--- config.mk ---
export PLATFORM = sky130hd
export DESIGN_NAME = count_frame_tx
export DESIGN_NICKNAME = d
export VERILOG_FILES = /design/src/rtl/count_link_pkg.sv /design/src/rtl/count_baud_tick.sv /design/src/rtl/count_frame_tx.sv
export SDC_FILE = /design/constraint.sdc
export NUM_CORES = 1
export LEC_CHECK = 0
export ABC_CLOCK_PERIOD_IN_PS = 2460
export BUFFER_PORTS_ARGS = -buffer_cell sky130_fd_sc_hd__buf_2
export CORE_ASPECT_RATIO = 0.9
export CORE_MARGIN = 2
export CORE_UTILIZATION = 40
export CTS_BUF_LIST = sky130_fd_sc_hd__clkbuf_8
export DETAILED_ROUTE_END_ITERATION = 8
export HOLD_SLACK_MARGIN = 0.03
export PLACE_DENSITY = 0.69
export SETUP_SLACK_MARGIN = 0.15
export SLEW_MARGIN = 20
export SYNTH_ARGS = -nofsm -noshare
export SYNTH_HDL_FRONTEND = slang
export SYNTH_SLANG_ARGS = --single-unit
--- constraint.sdc ---
create_clock -name clk -period 2.46 [get_ports clk]
set_clock_uncertainty 0.05 [all_clocks]
set_input_delay 0.246 -clock clk [delete_from_list [all_inputs] [get_ports clk]]
set_output_delay 0.246 -clock clk [all_outputs]
set_load 0.01 [all_outputs]
--- src/rtl/count_link_pkg.sv ---
// Shared types and helpers for the count link serial transmitter.
// Holds the frame FSM state enum, line levels and a frame length helper.
package count_link_pkg;

    typedef enum logic [2:0] {
        IDLE,
        START,
        DATA,
        PARITY,
        STOP
    } tx_state_e;

    localparam logic LINE_IDLE = 1'b1;
    localparam logic START_LVL = 1'b0;

    // Total busy cycles of one frame: start + data + optional parity + stops.
    function automatic int frame_cycles(
        input int data_w,
        input int clks_per_bit,
        input int stop_bits,
        input bit parity
    );
        return (1 + data_w + int'(parity) + stop_bits) * clks_per_bit;
    endfunction

endpackage

--- src/rtl/count_baud_tick.sv ---
// Bit-period counter for the count link transmitter.
// Ports: clk, rst (async, active-high), clear_i (frame start),
//        run_i (frame in progress), bit_end_o (last cycle of a bit period).
module count_baud_tick #(
    parameter int CLKS_PER_BIT = 4
) (
    input  logic clk,
    input  logic rst,
    input  logic clear_i,
    input  logic run_i,
    output logic bit_end_o
);

    localparam int CW = $clog2(CLKS_PER_BIT);
    localparam logic [CW-1:0] LAST = CW'(CLKS_PER_BIT - 1);

    logic [CW-1:0] cnt_q;
    logic [CW-1:0] cnt_d;

    assign bit_end_o = run_i && (cnt_q == LAST);

    always_comb begin
        cnt_d = '0;
        if (clear_i) begin
            cnt_d = '0;
        end else if (run_i) begin
            cnt_d = bit_end_o ? '0 : cnt_q + CW'(1);
        end
    end

    always_ff @(posedge clk or posedge rst) begin
        if (rst) begin
            cnt_q <= '0;
        end else begin
            cnt_q <= cnt_d;
        end
    end

endmodule

--- src/rtl/count_frame_tx.sv ---
// Async-frame serial transmitter: start bit, data LSB first, stop bit(s).
// Ports: clk, rst (async, active-high), ena (gates acceptance),
//        data_in/valid/ready (word handshake), tx (serial line, idles high),
//        busy (frame in progress), frame_done (last cycle of last stop bit).
// Option: define COUNT_FRAME_TX_PARITY_EN to append an even parity bit.
module count_frame_tx
    import count_link_pkg::*;
#(
    parameter int DATA_W       = 8,
    parameter int CLKS_PER_BIT = 4,
    parameter int STOP_BITS    = 1
) (
    input  logic              clk,
    input  logic              rst,
    input  logic              ena,
    input  logic [DATA_W-1:0] data_in,
    input  logic              valid,
    output logic              ready,
    output logic              tx,
    output logic              busy,
    output logic              frame_done
);

    localparam int IDX_W = $clog2(DATA_W + 1);
    localparam logic [IDX_W-1:0] LAST_DATA = IDX_W'(DATA_W - 1);
    localparam logic [IDX_W-1:0] LAST_STOP = IDX_W'(STOP_BITS - 1);
`ifdef COUNT_FRAME_TX_PARITY_EN
    localparam bit PAR_EN = 1'b1;
`else
    localparam bit PAR_EN = 1'b0;
`endif

    tx_state_e         state_q;
    tx_state_e         state_d;
    logic [DATA_W-1:0] sh_q;
    logic [DATA_W-1:0] sh_d;
    logic [IDX_W-1:0]  idx_q;
    logic [IDX_W-1:0]  idx_d;
    logic              tx_q;
    logic              tx_d;
    logic              bit_end;
    logic              accept;
`ifdef COUNT_FRAME_TX_PARITY_EN
    logic              par_q;
    logic              par_d;
`endif

    assign ready  = ena && (state_q == IDLE) && !rst;
    assign accept = valid && ready;
    assign busy   = (state_q != IDLE);
    assign tx     = tx_q;

    count_baud_tick #(
        .CLKS_PER_BIT(CLKS_PER_BIT)
    ) u_tick (
        .clk      (clk),
        .rst      (rst),
        .clear_i  (accept),
        .run_i    (busy),
        .bit_end_o(bit_end)
    );

    // idx counts data bits in DATA and is reused to count stop bits.
    always_comb begin
        state_d    = state_q;
        sh_d       = sh_q;
        idx_d      = idx_q;
        tx_d       = tx_q;
        frame_done = 1'b0;
`ifdef COUNT_FRAME_TX_PARITY_EN
        par_d      = par_q;
`endif
        unique case (state_q)
            IDLE: begin
                if (accept) begin
                    state_d = START;
                    sh_d    = data_in;
                    idx_d   = '0;
                    tx_d    = START_LVL;
`ifdef COUNT_FRAME_TX_PARITY_EN
                    par_d   = ^data_in;
`endif
                end
            end
            START: begin
                if (bit_end) begin
                    state_d = DATA;
                    tx_d    = sh_q[0];
                    sh_d    = sh_q >> 1;
                end
            end
            DATA: begin
                if (bit_end) begin
                    if (idx_q == LAST_DATA) begin
                        idx_d = '0;
`ifdef COUNT_FRAME_TX_PARITY_EN
                        state_d = PARITY;
                        tx_d    = par_q;
`else
                        state_d = STOP;
                        tx_d    = LINE_IDLE;
`endif
                    end else begin
                        idx_d = idx_q + IDX_W'(1);
                        tx_d  = sh_q[0];
                        sh_d  = sh_q >> 1;
                    end
                end
            end
`ifdef COUNT_FRAME_TX_PARITY_EN
            PARITY: begin
                if (bit_end) begin
                    state_d = STOP;
                    tx_d    = LINE_IDLE;
                end
            end
`endif
            STOP: begin
                if (bit_end) begin
                    if (idx_q == LAST_STOP) begin
                        state_d    = IDLE;
                        idx_d      = '0;
                        frame_done = 1'b1;
                    end else begin
                        idx_d = idx_q + IDX_W'(1);
                    end
                end
            end
            default: begin
                state_d = IDLE;
                tx_d    = LINE_IDLE;
            end
        endcase
    end

    always_ff @(posedge clk or posedge rst) begin
        if (rst) begin
            state_q <= IDLE;
            sh_q    <= '0;
            idx_q   <= '0;
            tx_q    <= LINE_IDLE;
`ifdef COUNT_FRAME_TX_PARITY_EN
            par_q   <= 1'b0;
`endif
        end else begin
            state_q <= state_d;
            sh_q    <= sh_d;
            idx_q   <= idx_d;
            tx_q    <= tx_d;
`ifdef COUNT_FRAME_TX_PARITY_EN
            par_q   <= par_d;
`endif
        end
    end

    // Busy-cycle count of the current frame, checked when it ends.
    int len_q;

    always_ff @(posedge clk or posedge rst) begin
        if (rst) begin
            len_q <= 0;
        end else begin
            if (frame_done) begin
                assert (len_q + 1 ==
                        frame_cycles(DATA_W, CLKS_PER_BIT, STOP_BITS, PAR_EN));
            end
            if (accept) begin
                len_q <= 0;
            end else if (busy) begin
                len_q <= len_q + 1;
            end
        end
    end

endmodule

# Word-level counts from Yosys, hierarchy flattened
# Index checks and enable logic that the tools add are counted.
dict set report totals {
  register_bits 18
  latch_bits 0
  mem_bits_rw 0
  rom_bits 0
  inputBits 12
  out_inout_bits 4
  memories 0
}
dict set report op_classes {
  addsub 2
  n_mul 0
  div 0
  n_lt_le_gt_ge 0
  n_eq_ne 12
  shift 0
  n_mux 29
  n_bitwise 1
  n_reduce_logical 14
}
# operator count
set ops {}
lappend ops {{$mux 8} 4}
lappend ops {{$pmux 8 s3} 1}
lappend ops {{$mux 4} 5}
lappend ops {{$mux 3} 6}
lappend ops {{$pmux 3 s4} 1}
lappend ops {{$pmux 4 s3} 1}
lappend ops {{$reduce_bool 3->1} 3}
lappend ops {{$ne 2x2->1 const B} 4}
lappend ops {{$reduce_and 4->1} 2}
lappend ops {{$mux 1} 7}
lappend ops {{$mux 2} 3}
lappend ops {{$ne 2x1->1 const B} 3}
lappend ops {{$reduce_and 6->1} 1}
lappend ops {{$reduce_and 5->1} 1}
lappend ops {{$add 4x1->4 const B} 1}
lappend ops {{$eq 4x3->1 const B} 1}
lappend ops {{$logic_and 1x1->1} 4}
lappend ops {{$logic_not 4->1} 1}
lappend ops {{$pmux 1 s4} 1}
lappend ops {{$eq 3x1->1 const B} 1}
lappend ops {{$eq 3x2->1 const B} 1}
lappend ops {{$eq 3x3->1 const B} 1}
lappend ops {{$logic_not 3->1} 1}
lappend ops {{$add 2x1->2 const B} 1}
lappend ops {{other kinds (3)} 3}

# Longest topological paths before layout
dict set report depth {
  depth_word 6
  depth_mapped 7
  mapped_depth_nobuf 6
}

# Cells and area by module
# A second synthesis with hierarchy kept.
dict set report hier_totals {
  hier_cells 109
  area_unflattened_um2 1096.1
}
# module n_inst cells_per_inst area_each_um2
set modules_own_cells {}
lappend modules_own_cells {count_frame_tx 1 102 999.7}
lappend modules_own_cells {count_baud_tick 1 7 96.3}

# Worst setup path before layout
# OpenSTA, ideal clock, no wires.
dict set report synth_timing {
  kind {register -> register}
  startpoint {register u_tick.cnt_q[0]}
  endpoint {register sh_q[0]}
  setup_time_ps 125
  arrival_time_ps 1554
  t_required_ps 2285
  path_slack_ps 731
  path_stages_with_launch 8
  n_path_buf 2
  synth_period_minus_slack_ps 1729
  cell_sequence {dfrtp_1 ha_1 buf_2 nand2b_1 nor3b_1 a22o_1 buf_2 mux2_2}
}
dict set report synth_between {
  elab_chain_len 4
  elab_cells_between_ends 5
  cone_classes {3 x eq/ne; 2 x reduce/logical}
}
# element line
set synth_rtl {}
lappend synth_rtl {{start, declared} count_baud_tick.sv:17} ;# logic [CW-1:0] cnt_q;
lappend synth_rtl {{start signal, assigned} count_baud_tick.sv:35} ;# cnt_q <= cnt_d;
lappend synth_rtl {{$eq 2x2->1 *} count_baud_tick.sv:20} ;# assign bit_end_o = run_i && (cnt_q == LAST);
lappend synth_rtl {{$logic_and 1x1->1 *} count_baud_tick.sv:20}
lappend synth_rtl {{$ne 2x1->1 (no source line)} --}
lappend synth_rtl {{$reduce_and 5->1 (no source line) *} --}
lappend synth_rtl {{end signal, assigned} count_frame_tx.sv:139} ;# sh_q <= '0;
lappend synth_rtl {{end signal, assigned} count_frame_tx.sv:147} ;# sh_q <= sh_d;
lappend synth_rtl {{end, declared} count_frame_tx.sv:35} ;# logic [DATA_W-1:0] sh_q;
# Every way passes the cells marked *; elsewhere a longest branch is shown, timed or not.
# A chain may end at the register's enable or synchronous reset.

# Worst setup path in the final report
dict set report layout_timing {
  startpoint {register state_q[2]}
  endpoint {output frame_done}
}
dict set report layout_between {
  elab_chain_len 4
  elab_cells_between_ends 5
  cone_classes {1 x eq/ne; 2 x mux; 2 x reduce/logical}
}
# element line
set layout_rtl {}
lappend layout_rtl {{start, declared} count_frame_tx.sv:33} ;# tx_state_e state_q;
lappend layout_rtl {{start signal, assigned} count_frame_tx.sv:146} ;# state_q <= state_d;
lappend layout_rtl {{$reduce_bool 3->1} count_frame_tx.sv:50} ;# assign busy = (state_q != IDLE);
lappend layout_rtl {{$logic_and 1x1->1} count_baud_tick.sv:20}
lappend layout_rtl {{$mux 1} count_frame_tx.sv:119} ;# if (bit_end) begin
lappend layout_rtl {{$mux 1 *} count_frame_tx.sv:73} ;# unique case (state_q)
lappend layout_rtl {{end, declared} count_frame_tx.sv:21} ;# output logic frame_done
# Marks and branches as above.

==> flow_metrics.tcl <==
set metrics [dict create \
    crit_type "reg -> out" \
    place_congestion 0.719 \
    cp.required_ns 2.16 \
    p_int_mw 0.820 \
    ant_nets 0 \
    fin_crit_sh_pct 83.4 \
    ys_seq_area_share_pct 40.3 \
    rsz0062_at_grt "no" \
    r2r_setup_slack_ns 0.46 \
    drive_above_1_share_pct 30.5 \
    cts_tree "done" \
    core_area_sq_um 2700 \
    cts_made_buffers 3 \
    min_from "data_in[3]" \
    yosys_warnings 0 \
    hpwlAfterDp_microns 1520 \
    synth.distinct_cells 37 \
    numPortBuffers 15 \
    p_sw_mw 0.438 \
    wl_per_cell_microns 13.9 \
    avgSynthCellArea_sq_um 11.0 \
    grt_use_total_pct 15.0 \
    syn-num-nets 117 \
    p_clk_share_pct 19.4 \
    grt_max_degree 20 \
    synthToLayoutAreaGrowth_pct 13.0 \
    dr.pass1.iters 4 \
    cts_root_buf "clkbuf_8" \
    final-instance-count-excl-fill 148 \
    cts_sinks 18 \
    clockBufferDepth 2 \
    maxCapViolations 0 \
    reg2reg_from "state_q[1]" \
    setup_viol 0 \
    initial_core_util_pct 41.4 \
    grt_pass1_vias 728 \
    die_x_microns 59.8 \
    hold-path-cell-count 3 \
    wirelength_microns 2060 \
    antenna_cells 0 \
    worst_pin_slew_ns 0.525 \
    setup_slack_ns 0.407 \
    grt_pass1_wl_microns 3510 \
    syn_inst 102 \
    switching_share_pct 34.8 \
    cts_setup_buffers 0 \
    dieArea_sq_um 3240 \
    antenna_found_initial 0 \
    drcViolationCount 0 \
    min_period_ns 2.05 \
    crit_fanout 14 \
    tns_ns 0 \
    r2r_end "sh_q[1]" \
    routed_via_density 5.34 \
    nNetsFinal 134 \
    leakagePower_nw 0.552 \
    num_io_pins 16 \
    clkLatencyLatePin_ns 0.25 \
    slew_headroom_pct 65.0 \
    first_iter_violations 12 \
    status "completed" \
    endpoint_kind "primary output" \
    fill_cells 251 \
    reg2regPathDepth 5 \
    vdd_drop_max_v 0.000536 \
    yosys_register_bits 18 \
    hold_slack_ns 0.273 \
    pwr-share-seq_pct 43.2 \
    place_ws_ns 0.476 \
    fmax_mhz 487 \
    die_y_microns 54.2 \
    powerDensity_nw_per_um2 995 \
    hp-class "in -> reg" \
    hold_end "sh_q[3]" \
    startpoint_type "register" \
    finalHoldViolations 0 \
    htreeDepth 1 \
    dp_cells 143 \
    overflow 0 \
    dr_total_vias 790 \
    power_frac_comb_pct 37.4 \
    clk_transition_reported_paths_ns 0.07 \
    power_mw 1.26 \
    rows 18 \
    drv_slew 0 \
    synth_area_sq_um 1120 \
    arrival_ns 1.76 \
]
-- placed cells by master, fill, tap and decap left out, drive strengths merged, types with 5 or more instances in the layout --
| master | netlist | routed |
|---|---|---|
| dfrtp | 17 | 17 |
| a21oi | 5 | 5 |
| buf | 6 | 17 |
| mux2 | 17 | 17 |
-- how the worst max path moves through the flow --
stage / startpoint / to / slack, ns
after floorplan: u_tick.cnt_q[0] / sh_q[0] / 0.73
after global placement: state_q[0] / sh_q[1] / 0.51
after detailed placement: state_q[1] / sh_q[6] / 0.48
after CTS: state_q[2] / frame_done / 0.39
after global routing: state_q[2] / frame_done / 0.20
final: state_q[2] / frame_done / 0.41
-- worst max-delay path, cell delays in order (launching register included) --
cell and delay [ns]:
dfrtp_1 0.63, nor3b_1 0.51, nand2_1 0.11, nor2_1 0.11
buf_2 0.14
-- registers in the layout, indices dropped and copies added, names as in the netlist --
register / flops
sh_q: 8
idx_q: 4
tx: 1
state_q: 3
u_tick.cnt_q: 2
-- synth_stat cells (all sizes together) --
library cell,instances,area share [%]
a21oi,5,2.6
a221oi,1,2.3
a22o,3,2.5
a22oi,1,0.67
and2,1,0.56
and2b,1,0.67
and3,1,0.56
and3b,1,0.78
buf,6,4.2
dfrtp,17,38
dfstp,1,2.3
ha,3,3.4
inv,4,1.3
mux2,17,17
nand2,4,1.3
nand2b,3,1.7
nand3,4,1.8
nand3b,2,1.3
nand4b,1,0.78
nand4bb,1,1.0
nor2,3,1.0
nor2b,3,1.7
nor3,4,2.2
nor3b,4,2.7
o21a,1,0.67
o21ai,4,1.8
o21bai,1,0.67
o311ai,1,1.5
or2,1,0.56
or3b,1,0.78
xor2,2,1.6
-- metrics by stage --
step                      area [sq um]  utilization [%]
after CTS                         1260             46.8
final                             1260             46.8
after floorplan                   1120                -
after global routing              1260             46.8
after detailed placement          1200             44.4
after global placement            1200             44.4
-- power by group through the flow --
stage	Clock, mW	Sequential [mW]	Combinational (mW)
floorplan	0	0.500	0.414
finish	0.244	0.544	0.470
CTS	0.252	0.546	0.477
detailed placement	0	0.552	0.470
global route	0.269	0.565	0.534
global placement	0	0.543	0.448
-- per-layer routing --
metal	GRT usage (%)	wire length, microns
met5	0	0
met4	3.33	11
met3	5.05	125
met2	23.6	952
met1	19.9	971
-- layout make-up --
cell class / count / area [sq um] / share of cell area (%)
Timing Repair Buffer: 18 / 100 / 7.91
Multi-Input combinational cell: 74 / 606 / 47.9
Inverter: 4 / 15.0 / 1.19
Sequential cell: 18 / 452 / 35.7
Clock buffer: 4 / 55.1 / 4.35
Tap cell: 30 / 37.5 / 2.97
-- what timing repair did --
item | in CTS | in global routing
hold buffers | 1 | 0
hold endpoints to repair | 17 | 0
endpoints found under the setup margin | 0 | 0
resized for setup | 0 | 0
-- kinds of logic after synthesis --
kind of cell               Yosys count  synth area share, %
muxes                               17                 17.1
and+or+nand+nor                     35                 19.4
xor gates and xnor gates             2                 1.56
adders and majority gates            3                 3.35
buffers and inverters               10                 5.59
AOI/OAI and AO/OA                   17                 12.6
DFF                                 18                 40.3
Note: power is estimated with default switching activity, not from simulation.
